[config.mk]
export PLATFORM = sky130hd
export DESIGN_NAME = bw_zzctu_sync_vec
export DESIGN_NICKNAME = d
export VERILOG_FILES = /design/src/rtl/bw_zzctu_sync_vec.sv
export SDC_FILE = /design/constraint.sdc
export NUM_CORES = 1
export LEC_CHECK = 0
export CORE_AREA = 2 2 39 41
export CTS_CLUSTER_DIAMETER = 120
export CTS_CLUSTER_SIZE = 8
export DETAILED_ROUTE_END_ITERATION = 10
export DIE_AREA = 0 0 41 43
export GPL_ROUTABILITY_DRIVEN = 0
export GPL_TIMING_DRIVEN = 1
export PLACE_DENSITY = 0.44
export SYNTH_ARGS = -nofsm -noshare
export SYNTH_HDL_FRONTEND = slang
export SYNTH_SLANG_ARGS = --single-unit
[constraint.sdc]
create_clock -name clk -period 2.5 [get_ports clk]
set_input_delay 0.5 -clock clk [delete_from_list [all_inputs] [get_ports clk]]
set_output_delay 0.5 -clock clk [all_outputs]
set_load 0.02 [all_outputs]
[src/rtl/bw_zzctu_sync_vec.sv]
// bw_zzctu_sync_vec: WIDTH-bit DEPTH-stage scannable synchroniser with rise/fall pulses; optional stability filter under BW_ZZCTU_SYNC_FILT_EN
module bw_zzctu_sync_vec #(
    parameter int WIDTH = 1,
    parameter int DEPTH = 2,
    parameter int FILT = 4
) (
    input  logic             clk,
    input  logic             rst,
    input  logic             se,
    input  logic             si,
    output logic             so,
    input  logic [WIDTH-1:0] d,
    output logic [WIDTH-1:0] q,
    output logic [WIDTH-1:0] rise,
    output logic [WIDTH-1:0] fall,
    output logic             stable
);
    logic [DEPTH-1:0][WIDTH-1:0] sync;
    logic [WIDTH-1:0] s;
    logic [WIDTH-1:0] q_nxt;
    if (WIDTH < 1 || DEPTH < 2 || FILT < 1) begin : g_param_chk
        $error("bw_zzctu_sync_vec: WIDTH>=1, DEPTH>=2, FILT>=1 required");
    end
    assign s = sync[DEPTH-1];
    assign so = q[WIDTH-1];
`ifdef BW_ZZCTU_SYNC_FILT_EN
    localparam int CW = FILT > 1 ? $clog2(FILT) : 1;
    localparam int N = WIDTH * (DEPTH + 2);
    localparam logic [CW-1:0] CMAX = CW'(FILT - 1);
    logic [WIDTH-1:0] cand;
    logic [CW-1:0] cnt;
    assign q_nxt = (s == cand && cnt == CMAX) ? cand : q;
    assign stable = cnt == CMAX && cand == q;
    // sync chain, candidate word qualified by a saturating hold counter, then q and edge pulses; scan shifts sync->cand->q
    always_ff @(posedge clk)
        if (rst) begin
            {q, cand, sync} <= '0;
            cnt <= '0;
            rise <= '0;
            fall <= '0;
        end else if (se) begin
            {q, cand, sync} <= N'({q, cand, sync, si});
            rise <= '0;
            fall <= '0;
        end else begin
            sync <= {sync[DEPTH-2:0], d};
            cand <= s;
            cnt <= (s != cand) ? '0 : (cnt == CMAX) ? cnt : cnt + 1'b1;
            q <= q_nxt;
            rise <= q_nxt & ~q;
            fall <= ~q_nxt & q;
        end
`else
    localparam int N = WIDTH * (DEPTH + 1);
    assign q_nxt = s;
    assign stable = s == q;
    // sync chain straight into q with edge pulses; scan shifts sync->q
    always_ff @(posedge clk)
        if (rst) begin
            {q, sync} <= '0;
            rise <= '0;
            fall <= '0;
        end else if (se) begin
            {q, sync} <= N'({q, sync, si});
            rise <= '0;
            fall <= '0;
        end else begin
            sync <= {sync[DEPTH-2:0], d};
            q <= q_nxt;
            rise <= q_nxt & ~q;
            fall <= ~q_nxt & q;
        end
`endif
endmodule
==> results.sh <==
export IMPL_outcome="finished, final reports clean"
export IMPL_cp_end_kind="output pin"
export IMPL_cts_hold_buffers=0
export IMPL_fillers=151
export IMPL_nets=36
export IMPL_power_density_nw_per_um2=639.1
export IMPL_antenna_found_initial=0
export IMPL_critPathLaunchType="register"
export IMPL_yosysTopAreaCellShare_pct=55.94
export IMPL_clkTransAtPathRegs_ns=0.04
export IMPL_cts_buffers=3
export IMPL_netlist_area_um2=178.9
export IMPL_grt_pass1_vias=130
export IMPL_p_leak_nw=0.1201
export IMPL_path_buf_inv=2
export IMPL_synth_edf_count=0
export IMPL_diodes=0
export IMPL_r2r_start="q"
export IMPL_synth_top_area_cell="dfxtp_1"
export IMPL_synth_ff_type="dfxtp_1"
export IMPL_globalRouteTotalUtil_pct=5.422
export IMPL_drv_slew=0
export IMPL_worst_ep_required_time_ns=2.00
export IMPL_synth_fp_nets=23
export IMPL_ys_warn_count=0
export IMPL_clock_latency_ns=0.24
export IMPL_slew_headroom_pct=85.86
export IMPL_hold_viol=0
export IMPL_finalSetupViolCount=0
export IMPL_clock_sinks=5
export IMPL_worstMarginPinSlew_ns=0.2115
export IMPL_post_cts_setup_buffers=0
export IMPL_rsz0062_at_grt="false"
export IMPL_ys_top_cells_by_count="dfxtp_1 (5), ha_1 (2), inv_1 (2), nor2_1 (2), nor3b_1 (2)"
export IMPL_fp_dieH_um=43
export IMPL_wl_per_cell_um=7.273
export IMPL_dpl_cell_area_um2=281.5
export IMPL_finClkSkew_ns=0.0006043
export IMPL_place_ws_ns=0.7282
export IMPL_cpLargestDelayFamily="buffers and inverters"
export IMPL_htreeDepth=1
export IMPL_via_per_inst=3.205
export IMPL_arrival_ns=1.53
export IMPL_slowest_stage="clkdlybuf4s50_1"
export IMPL_core_area_um2=1384
export IMPL_fin_ws_ns=0.4744
export IMPL_ys_ff_latch=5
export IMPL_cp_slowest_stage_delay_ns=0.59
export IMPL_hp_start="sync[0]"
export IMPL_rows=14
export IMPL_fmax_mhz=493.7
export IMPL_vdd_ir_drop_max_uv=330.9
export IMPL_start_util_pct=12.93
export IMPL_ff2ff_setup_slack_ns=1.65
export IMPL_grt_max_degree=6
export IMPL_synth_most_common_cell="dfxtp_1"
export IMPL_cts_buffer_depth=2
export IMPL_ios=10
export IMPL_dr_pass1_iters=2
export IMPL_grt_pass1_wl_um=503
export IMPL_holdCritPathClass="reg2reg"
export IMPL_avgSynthCellArea_um2=11.18
export IMPL_netlist_instances=16
export IMPL_seq_area_frac_synth_pct=55.94
export IMPL_synth_cell_types=8
export IMPL_critical_path_class="reg2out"
export IMPL_die_width_um=41
export IMPL_port_buffers=9
export IMPL_maxCapViolCount=0
export IMPL_worstHoldPathCells=1
export IMPL_ant_nets=0
export IMPL_first_iter_violations=4
export IMPL_stdcell_area_um2=307.8
export IMPL_wirelength_um=320
export IMPL_clk_root_buffer_cell="clkbuf_4"
export IMPL_tns_ns=0
export IMPL_cts_tree="yes"
export IMPL_drcViolationCount=0
export IMPL_critPathLaunch="q"
export IMPL_worstPathMaxFanout=4
export IMPL_synth_area_top_cells="dfxtp_1 (56%), ha_1 (14%), nor3b_1 (8.4%), mux2i_1 (5.6%), buf_4 (4.2%)"
export IMPL_finalCritPeriodShare_pct=81.03
export IMPL_ys_async_sr_fraction_pct=0
export IMPL_cts_repair_resized=0
export IMPL_whs_ns=0.4374
export IMPL_layout_drive_gt1_share_pct=10.71
export IMPL_cp_depth=3
export IMPL_final_util_pct=22.24
export IMPL_fp_dieArea_um2=1763
export IMPL_reg2regPathDepth=3
export IMPL_vias=141
export IMPL_area_growth_pct=72.03
export IMPL_period_minus_slack_ns=2.026
export IMPL_crit_chain="inv_1, ha_1, clkdlybuf4s50_1"
export IMPL_grt_overflow=0
## flip-flops by register name, summed over array words and instances (netlist names)
name   flops
q          1
q_nxt      1
rise       1
sync       1
fall       1
## worst paths after layout
path / end
max: stable
min: q_nxt
max reg2reg: rise
min reg2reg: q_nxt
## where the power goes
| group | internal [mW] | switching (mW) | total (mW) |
|---|---|---|---|
| clock network | 0.0602 | 0.0316 | 0.0918 |
| logic | 0.0124 | 0.00843 | 0.0208 |
| registers | 0.0828 | 0.00120 | 0.0840 |
| total | 0.155 | 0.0412 | 0.197 |
## area by class of cell
type	instances	area, µm²	share of cell area [%]
timing repair buffer	9	90.09	29.27
multi-input combinational	8	63.81	20.73
clock buffer	4	26.28	8.537
tap	16	20.02	6.504
sequential	5	100.1	32.52
inverter	2	7.507	2.439
## kinds of logic (layout without fill, tap and decap cells)
group	count (synthesis)	count (layout)	share of synthesized area [%]
buf+inv	3	15	8.395
simple gates	5	5	16.09
fa+ha+maj	2	2	13.98
flops	5	5	55.95
mux	1	1	5.595
## through the flow
| stage | instances | power [mW] |
|---|---|---|
| floorplan | 16 | 0.09384 |
| global placement | 40 | 0.1058 |
| detailed placement | 40 | 0.1064 |
| CTS | 44 | 0.2022 |
| global route | 44 | 0.2153 |
| finish | 44 | 0.1967 |
## per-layer routing
metal | vias up | GRT usage, % | share of wire (%)
met1 | 55 | 4.180 | 47
met5 | - | 0 | 0
met3 | 0 | 9.424 | 22
li1 | 72 | - | -
met2 | 14 | 5.313 | 32
met4 | 0 | 4.000 | 0
## placed cells by master (no fill, tap or decap)
master	count
nor2_1	2
clkdlybuf4s50_1	9
dfxtp_1	5
nor3b_1	2
clkbuf_4	3
inv_1	2
nor2b_1	1
ha_1	2
clkbuf_1	1
mux2i_1	1
(Power assumes the default switching activity.)
